`config.mk`:
```
export PLATFORM = sky130hd
export DESIGN_NAME = pwm_ramp_ctrl
export DESIGN_NICKNAME = d
export VERILOG_FILES = /design/src/rtl/pwm_ctrl_pkg.sv /design/src/rtl/step_tick_gen.sv /design/src/rtl/pwm_ramp_ctrl.sv
export SDC_FILE = /design/constraint.sdc
export NUM_CORES = 1
export LEC_CHECK = 0
export CAP_MARGIN = 0
export CORE_MARGIN = 3
export CORE_UTILIZATION = 56
export DETAILED_ROUTE_END_ITERATION = 16
export GPL_TIMING_DRIVEN = 0
export PLACE_DENSITY = 0.8
export SLEW_MARGIN = 25
export SYNTH_ARGS = -nofsm -noshare
export SYNTH_HDL_FRONTEND = slang
export SYNTH_SLANG_ARGS = --single-unit
export TNS_END_PERCENT = 30
```
`constraint.sdc`:
```
create_clock -name clk -period 2.5 [get_ports clk]
set_input_delay 0.5 -clock clk [delete_from_list [all_inputs] [get_ports clk]]
set_output_delay 0.5 -clock clk [all_outputs]
set_load 0.05 [all_outputs]
```
`src/rtl/pwm_ctrl_pkg.sv`:
```
//-----------------------------------------------------------------------------
// pwm_ctrl_pkg
// Shared types and default sizes for the PWM duty ramp sequencer.
//   ramp_state_t : sequencer state (IDLE, RAMP_UP, RAMP_DN)
//   DUTY_W_DEF   : default duty word width, equal to the PWM 'value' width
//   DIV_W_DEF    : default width of the step-period divider
//-----------------------------------------------------------------------------
`timescale 1ns/1ps

package pwm_ctrl_pkg;

    typedef enum logic [1:0] {
        IDLE    = 2'd0,
        RAMP_UP = 2'd1,
        RAMP_DN = 2'd2
    } ramp_state_t;

    localparam int DUTY_W_DEF = 4;
    localparam int DIV_W_DEF  = 16;

endpackage : pwm_ctrl_pkg

```
`src/rtl/step_tick_gen.sv`:
```
//-----------------------------------------------------------------------------
// step_tick_gen
// Free-running step-period counter. The count advances every clock and
// returns to zero on the cycle it equals 'div', so 'tick' is high once every
// div+1 cycles. 'clr' holds the count at zero; the first tick after 'clr'
// drops therefore arrives div+1 edges after the last cleared edge.
// Ports:
//   clk  in  1      system clock, rising edge
//   rst  in  1      asynchronous active-high reset
//   clr  in  1      synchronous clear of the count
//   div  in  DIV_W  period minus one (all-ones gives 2^DIV_W cycles)
//   tick out 1      high while count == div
//-----------------------------------------------------------------------------
`timescale 1ns/1ps

module step_tick_gen #(
    parameter int DIV_W = 16
) (
    input  logic             clk,
    input  logic             rst,
    input  logic             clr,
    input  logic [DIV_W-1:0] div,
    output logic             tick
);

    logic [DIV_W-1:0] cnt_q;
    logic [DIV_W-1:0] cnt_d;
    logic             tick_s;

    // Equality compare only, so an all-ones divider never needs a wider count.
    always_comb begin
        tick_s = (cnt_q == div);
        if (clr) begin
            cnt_d = {DIV_W{1'b0}};
        end else if (tick_s) begin
            cnt_d = {DIV_W{1'b0}};
        end else begin
            cnt_d = cnt_q + DIV_W'(1);
        end
    end

    // Count register.
    always_ff @(posedge clk or posedge rst) begin
        if (rst) begin
            cnt_q <= {DIV_W{1'b0}};
        end else begin
            cnt_q <= cnt_d;
        end
    end

    assign tick = tick_s;

endmodule : step_tick_gen

```
`src/rtl/pwm_ramp_ctrl.sv`:
```
//-----------------------------------------------------------------------------
// pwm_ramp_ctrl
// Drives the duty word of a PWM block. A start request (taken only in IDLE)
// latches target, step period, breathe mode and the current duty as origin,
// then steps duty one LSB per step period toward the target. In breathe mode
// the endpoints are swapped at each arrival and the ramp bounces until abort.
// Ports:
//   clk       in  1       system clock, rising edge
//   rst       in  1       asynchronous active-high reset
//   start     in  1       ramp request, sampled in IDLE only
//   abort     in  1       return to IDLE from any state, duty holds
//   breathe   in  1       bounce between origin and target (latched at start)
//   target    in  DUTY_W  ramp end value (latched at start)
//   step_div  in  DIV_W   step period minus one (latched at start)
//   duty      out DUTY_W  registered duty word for the PWM 'value' input
//   busy      out 1       registered, high while not IDLE
//   done      out 1       registered one-cycle pulse on reaching an endpoint
//-----------------------------------------------------------------------------
`timescale 1ns/1ps

module pwm_ramp_ctrl
    import pwm_ctrl_pkg::*;
#(
    parameter int DUTY_W = DUTY_W_DEF,
    parameter int DIV_W  = DIV_W_DEF
) (
    input  logic              clk,
    input  logic              rst,
    input  logic              start,
    input  logic              abort,
    input  logic              breathe,
    input  logic [DUTY_W-1:0] target,
    input  logic [DIV_W-1:0]  step_div,
    output logic [DUTY_W-1:0] duty,
    output logic              busy,
    output logic              done
);

    ramp_state_t       state_q, state_d;
    logic [DUTY_W-1:0] duty_q,  duty_d;
    logic [DUTY_W-1:0] tgt_q,   tgt_d;
    logic [DUTY_W-1:0] org_q,   org_d;
    logic [DIV_W-1:0]  div_q,   div_d;
    logic              brth_q,  brth_d;
    logic              busy_q,  busy_d;
    logic              done_q,  done_d;

    logic              tick_s;
    logic              clr_s;
    logic [DUTY_W-1:0] duty_up_s;
    logic [DUTY_W-1:0] duty_dn_s;

    // The counter is held at zero whenever no ramp runs (or one is being
    // aborted), so the start edge leaves it at zero and the first step lands
    // div_q+1 edges later.
    assign clr_s = (state_q == IDLE) || abort;

    step_tick_gen #(
        .DIV_W (DIV_W)
    ) u_step_tick_gen (
        .clk  (clk),
        .rst  (rst),
        .clr  (clr_s),
        .div  (div_q),
        .tick (tick_s)
    );

    // Stepping stops at the endpoint, so these never wrap when used.
    assign duty_up_s = duty_q + DUTY_W'(1);
    assign duty_dn_s = duty_q - DUTY_W'(1);

    // Next-state, duty stepping and endpoint handling.
    always_comb begin
        state_d = state_q;
        duty_d  = duty_q;
        tgt_d   = tgt_q;
        org_d   = org_q;
        div_d   = div_q;
        brth_d  = brth_q;
        done_d  = 1'b0;

        if (abort) begin
            // Abort beats start and suppresses any endpoint pulse.
            state_d = IDLE;
        end else begin
            case (state_q)
                IDLE: begin
                    if (start) begin
                        tgt_d  = target;
                        div_d  = step_div;
                        brth_d = breathe;
                        org_d  = duty_q;
                        if (target > duty_q) begin
                            state_d = RAMP_UP;
                        end else if (target < duty_q) begin
                            state_d = RAMP_DN;
                        end else begin
                            // Already at the target: report arrival at once.
                            done_d = 1'b1;
                        end
                    end else begin
                        state_d = IDLE;
                    end
                end

                RAMP_UP: begin
                    if (tick_s) begin
                        duty_d = duty_up_s;
                        if (duty_up_s == tgt_q) begin
                            done_d = 1'b1;
                            if (brth_q) begin
                                tgt_d   = org_q;
                                org_d   = tgt_q;
                                state_d = RAMP_DN;
                            end else begin
                                state_d = IDLE;
                            end
                        end else begin
                            state_d = RAMP_UP;
                        end
                    end else begin
                        state_d = RAMP_UP;
                    end
                end

                RAMP_DN: begin
                    if (tick_s) begin
                        duty_d = duty_dn_s;
                        if (duty_dn_s == tgt_q) begin
                            done_d = 1'b1;
                            if (brth_q) begin
                                tgt_d   = org_q;
                                org_d   = tgt_q;
                                state_d = RAMP_UP;
                            end else begin
                                state_d = IDLE;
                            end
                        end else begin
                            state_d = RAMP_DN;
                        end
                    end else begin
                        state_d = RAMP_DN;
                    end
                end

                default: begin
                    state_d = IDLE;
                end
            endcase
        end

        // busy is registered alongside state so it tracks state exactly.
        busy_d = (state_d != IDLE);
    end

    // FSM, latched ramp parameters and registered outputs.
    always_ff @(posedge clk or posedge rst) begin
        if (rst) begin
            state_q <= IDLE;
            duty_q  <= {DUTY_W{1'b0}};
            tgt_q   <= {DUTY_W{1'b0}};
            org_q   <= {DUTY_W{1'b0}};
            div_q   <= {DIV_W{1'b0}};
            brth_q  <= 1'b0;
            busy_q  <= 1'b0;
            done_q  <= 1'b0;
        end else begin
            state_q <= state_d;
            duty_q  <= duty_d;
            tgt_q   <= tgt_d;
            org_q   <= org_d;
            div_q   <= div_d;
            brth_q  <= brth_d;
            busy_q  <= busy_d;
            done_q  <= done_d;
        end
    end

    assign duty = duty_q;
    assign busy = busy_q;
    assign done = done_q;

endmodule : pwm_ramp_ctrl

```
Word level (Yosys, flattened, before mapping)
Index checks and enable logic that the tools add are counted.
{"block": "word_totals", "register_bits": 49, "input_bits": 25, "output_inout_bits": 6, "elab_cells": 72}
{"block": "op_classes", "add_sub_neg": 3, "order_cmp": 2, "eq_ne": 10, "n_mux": 39, "bitwise_logic": 1, "reduce_logical": 8}
{"cell": "$mux W4", "count": 14}
{"cell": "$mux W16", "count": 2}
{"cell": "$pmux W4 S3", "count": 2}
{"cell": "$mux W2", "count": 9}
{"cell": "$add A16 B1 Y16 const B", "count": 1}
{"cell": "$eq A16 B16 Y1", "count": 1}
{"cell": "$ne A2 B2 Y1 const B", "count": 5}
{"cell": "$mux W1", "count": 9}
{"cell": "$eq A4 B4 Y1", "count": 2}
{"cell": "$pmux W4 S2", "count": 1}
{"cell": "$reduce_and A7 Y1", "count": 1}
{"cell": "$pmux W2 S3", "count": 1}
{"cell": "$add A4 B1 Y4 const B", "count": 1}
{"cell": "$gt A4 B4 Y1", "count": 1}
{"cell": "$lt A4 B4 Y1", "count": 1}
{"cell": "$reduce_and A4 Y1", "count": 1}
{"cell": "$reduce_bool A2 Y1", "count": 2}
{"cell": "$sub A4 B1 Y4 const B", "count": 1}
{"cell": "$pmux W1 S3", "count": 1}
{"cell": "$reduce_and A3 Y1", "count": 1}
{"cell": "$reduce_bool A3 Y1", "count": 1}
{"cell": "$eq A2 B1 Y1 const B", "count": 1}
{"cell": "$eq A2 B2 Y1 const B", "count": 1}
{"cell": "$logic_not A2 Y1", "count": 1}
{"cell": "2 further kinds", "count": 2}

Logic depth before layout (Yosys ltp)
{"block": "depth", "word_depth": 7, "depth_mapped": 8, "depth_no_buf": 8}

Cells and area by module
From an unflattened synthesis, not the netlist that was laid out.
{"block": "unflattened", "hier_cells": 260, "hier_area_um2": 2807.7}
{"mod": "pwm_ramp_ctrl", "n_inst": 1, "cells_each": 157, "area_per_inst_um2": 1818.0, "seq_area_each_um2": 825.8}
{"mod": "step_tick_gen", "n_inst": 1, "cells_each": 103, "area_per_inst_um2": 989.7, "seq_area_each_um2": 400.4}

Worst setup path after synthesis
OpenSTA, ideal clock, no wires.
{"block": "synth_path", "kind": "reg-to-reg", "start": "register duty_q[0], in the netlist duty[0]", "end": "register org_q[0]", "setup_time_ns": 0.125, "arrival_time_ns": 2.413, "required_ns": 2.375, "path_slack_ns": -0.038, "path_stages_with_launch": 9, "n_path_buf": 1, "period_less_slack_ns": 2.538, "path_cell_list": "dfrtp_1 > inv_1 > ha_1 > xor2_1 > nand4b_2 > a22oi_1 > and4_4 > buf_12 > mux2_4"}
{"block": "synth_via", "elab_chain_cells": 4, "word_cells_on_any_way": 9, "cone_classes": "add/sub: 2; eq/ne: 4; mux: 2; reduce/logical: 1"}
{"element": "from (decl)", "line": "pwm_ramp_ctrl.sv:40", "rtl": "logic [DUTY_W-1:0] duty_q, duty_d;"}
{"element": "from (signal assigned)", "line": "pwm_ramp_ctrl.sv:160", "rtl": "duty_q <= {DUTY_W{1'b0}};"}
{"element": "from (signal assigned)", "line": "pwm_ramp_ctrl.sv:169", "rtl": "duty_q <= duty_d;"}
{"element": "$sub A4 B1 Y4 / $add A4 B1 Y4 (equally long branches)", "line": "pwm_ramp_ctrl.sv:70, pwm_ramp_ctrl.sv:69"}
{"element": "$eq A4 B4 Y1 (on tied branches)", "line": "pwm_ramp_ctrl.sv:129, pwm_ramp_ctrl.sv:109"}
{"element": "$ne A2 B2 Y1 (no line)"}
{"element": "$reduce_and A7 Y1 (no line)"}
{"element": "to (signal assigned)", "line": "pwm_ramp_ctrl.sv:162", "rtl": "org_q <= {DUTY_W{1'b0}};"}
{"element": "to (signal assigned)", "line": "pwm_ramp_ctrl.sv:171", "rtl": "org_q <= org_d;"}
{"element": "to (decl)", "line": "pwm_ramp_ctrl.sv:42", "rtl": "logic [DUTY_W-1:0] org_q, org_d;"}
Parallel ways exist; a longest one is shown, timed or not. The select of a mux whose other input is x is not followed.
A chain may end at the register's enable or synchronous reset.

Worst setup path in the final report
{"block": "layout_path", "start": "register u_step_tick_gen.cnt_q[8]", "end": "register org_q[1]"}
{"block": "layout_via", "elab_chain_cells": 3, "word_cells_on_any_way": 4, "cone_classes": "eq/ne: 3; reduce/logical: 1"}
{"element": "from (decl)", "line": "step_tick_gen.sv:26", "rtl": "logic [DIV_W-1:0] cnt_q;"}
{"element": "from (signal assigned)", "line": "step_tick_gen.sv:45", "rtl": "cnt_q <= {DIV_W{1'b0}};"}
{"element": "from (signal assigned)", "line": "step_tick_gen.sv:47", "rtl": "cnt_q <= cnt_d;"}
{"element": "$eq A16 B16 Y1 (*)", "line": "step_tick_gen.sv:32", "rtl": "tick_s = (cnt_q == div);"}
{"element": "$ne A2 B2 Y1 (no line)"}
{"element": "$reduce_and A7 Y1 (no line) (*)"}
Every way passes the cells marked *; elsewhere a longest branch is shown, timed or not.

==> run metrics <==
Yosys top cell area share=0.447; Inserted Diodes=0; Final Skew=0.00549 ns; Post-synth top flop=dfrtp_1; Worst Tran Pin Value=about 0.5 ns; top-level I/O count=31; # rows=24; crit end category=register; Synth Area in Adders=0.0502; Pleak=~0.0015 µW; Detailed Routing Iterations Pass 1=4; non-filler instance count after layout=roughly 350; initial DRC count=between 90 and 100; status=finished clean; grt ovf=0; layout cells sized above 1=0.213; mux contribution to synthesized area=0.138; Synthesized Nets=280; final hold vios=0; Inst Count DP=340; nets=~320; Synth cell types=41; Synth Area in Simple Gates=0.141; post-synth top area cell=dfrtp_1; Multi-input gate area=1410 µm²; ratio of final minimum period to clock period=0.939; critical path startpoint category=register; Port Buffers=30; Die Y-Extent=76.0 µm; slowest cell delay on critical path=0.45 ns; Slew Limit Fails=0; drt total wl=5230 µm; fin util=0.727; Post-synth EDFFs=0; initial antenna violation count=0; root buffer cell=clkbuf_8; global placer's final weighted congestion=0.805; asr flop ratio synth=1.00; fillers=340; combinational family with the most area after synthesis=simple AND/OR/NAND/NOR gates; clock tree buffer depth=2; maximum number of pins on one net before global-route repair=30; leading cell types by count after synthesis=dfrtp_1, xor2_1, mux2_2; vias in the first global route=1900; Post-DRT Antenna Nets=0; H-tree Lvls=2; Gate Count Post-Synth=around 240; starting density of the core=0.605; Top Family by Delay on Critical Path=simple AND/OR/NAND/NOR gates; die area=5770 µm²; Hold WC Path Type=register to register; per-cell routed wire length=between 10 and 15 µm; crit path buf inv count=1; Worst EP required=between 2 and 3 ns; hold buffer count at cts=0; Vias=between 1500 and 2000; compound-gate portion of the synthesized area=0.0474; worst skew pair latency=around 0.3 ns; CP Class=register to register; Achievable Freq=426 MHz; # setup viols final=0; first-pass GRT wire length=just under 9000 µm; CTS sink count=49; slowest CP cell=dfrtp_1; Worst Slack Setup Final=around 0.15 ns; DIE WIDTH=between 70 and 80 µm; routed vias/inst=~5.3; dpl hpwl=roughly 3800 µm; MaxCap Viol Count=0; Total GRT Usage=0.189; min Tclk post-route=about 2.3 ns; Synth Area per Inst=11.2 µm²; register area=about 1200 µm²; cell chain of the critical path=xor2_1 -> nor4_2 -> nand4_2 -> a21oi_4 -> and4_4 -> buf_12 -> mux2_4; top post-synthesis cells by area=dfrtp_1, xor2_1, mux2_2; peak supply drop=~0.67 mV; Area growth, synth to finish=20.2%; power density cells=around 1100 nW/µm²; Synth Cell Area=approximately 2700 µm²; Synth Warn #=0; final hold slack=0.522 ns; most common cell in the netlist=dfrtp_1; # DRC=0; Seq cells post-synth=49; unrepaired setup endpoints after global routing=false; worst-path fanout max=8; Post-Synth XOR/XNOR Area=0.134; worst slack at placement=-0.201 ns; Core Box Area=roughly 4500 µm²; CTS tree=yes; Num CTS Buffers=5; sequential area share after synthesis=0.447; Reg clk slew, reported paths=about 0.090 ns; Data arrival, critical path=2.54 ns; relative slew slack=0.667
[cell families after synthesis]
logic type               after synthesis
AND/OR/NAND/NOR                       73
adder cells (fa/ha/maj)               11
multiplexers                          31
XOR/XNOR                              42
buffers and inverters                 19
AO/OA/AOI/OAI                         19
flip-flops                            49
[final timing paths]
path	startpoint	endpoint	slack [ns]	depth (start not counted)
max in group asynchronous	rst	duty[0]$_DFFE_PP0P_	1.46	3
hold / removal	org_q[0]$_DFFE_PP0P_	org_q[0]$_DFFE_PP0P_	0.52	1
setup / recovery	u_step_tick_gen.cnt_q[8]$_DFF_PP0_	org_q[1]$_DFFE_PP0P_	0.15	7
min in group asynchronous	rst	u_step_tick_gen.cnt_q[10]$_DFF_PP0_	0.53	2
setup reg to reg	u_step_tick_gen.cnt_q[8]$_DFF_PP0_	org_q[1]$_DFFE_PP0P_	0.15	7
hold reg to reg	org_q[0]$_DFFE_PP0P_	org_q[0]$_DFFE_PP0P_	0.52	1
[layout make-up]
cell class                 count  share of cell area
buffer                         8              0.0228
clock buffer                   6              0.0251
clock inverter                 2              0.0114
inverter                      11              0.0125
multi-input combinational    176               0.427
sequential                    49               0.372
tap                           65              0.0247
timing repair buffer          34               0.104
[report_power, final]
part           switching (µW)  total, µW  internal, µW
sequential                231       1290          1060
clock                     262        587           325
combinational             823       1660           833
[placed cells by master, fill, tap and decap left out, drive strengths merged, types with 2 or more instances in the layout]
cell	netlist	final
mux2	30	30
and3	4	4
inv	11	11
clkbuf	5	12
buf	3	6
o21ai	9	9
nor3	3	3
and4	2	2
a21oi	3	3
or2	2	2
nand4	4	4
dfrtp	49	49
xnor2	12	12
ha	11	11
and2	2	2
nand3	11	11
nor2	19	19
xor2	30	30
nand2	18	18
clkdlybuf4s50	0	30
nor4	4	4
[stage by stage]
step	total power [µW]	setup TNS, ns	instance area, µm²
after floorplan	2550	0	2740
after global placement	2880	-6.97	3130
after detailed placement	2940	-1.91	3150
after CTS	3550	0	3270
after global routing	3780	0	3300
final	3530	0	3300
[worst register-to-register path: cells and delay by family (launching register included)]
family / cells / cell delay (ns)
compound gates: 1 / 0.24
xor+xnor: 1 / 0.17
buf+inv: 1 / 0.14
flops: 1 / 0.45
mux: 1 / 0.30
simple gates: 3 / 0.94
[metal layers]
metal,vias to the layer above,global-route usage,wire [µm]
li1,911,-,-
met1,908,0.258,2490
met2,37,0.305,2450
met3,9,0.0437,197
met4,0,0.0543,93
met5,-,0,0
[what timing repair did]
item | CTS | global route
endpoints found under the setup margin | 8 | 9
buffers inserted | 0 | 3
resized for setup | 1 | 1
pin swaps | 0 | 1
[sequential cells by signal (all words and copies together) (netlist names)]
register / count
brth_q: 1
busy: 1
div_q: 16
done: 1
duty: 4
org_q: 4
state_q: 2
tgt_q: 4
u_step_tick_gen.cnt_q: 16
(Power assumes the default switching activity.)
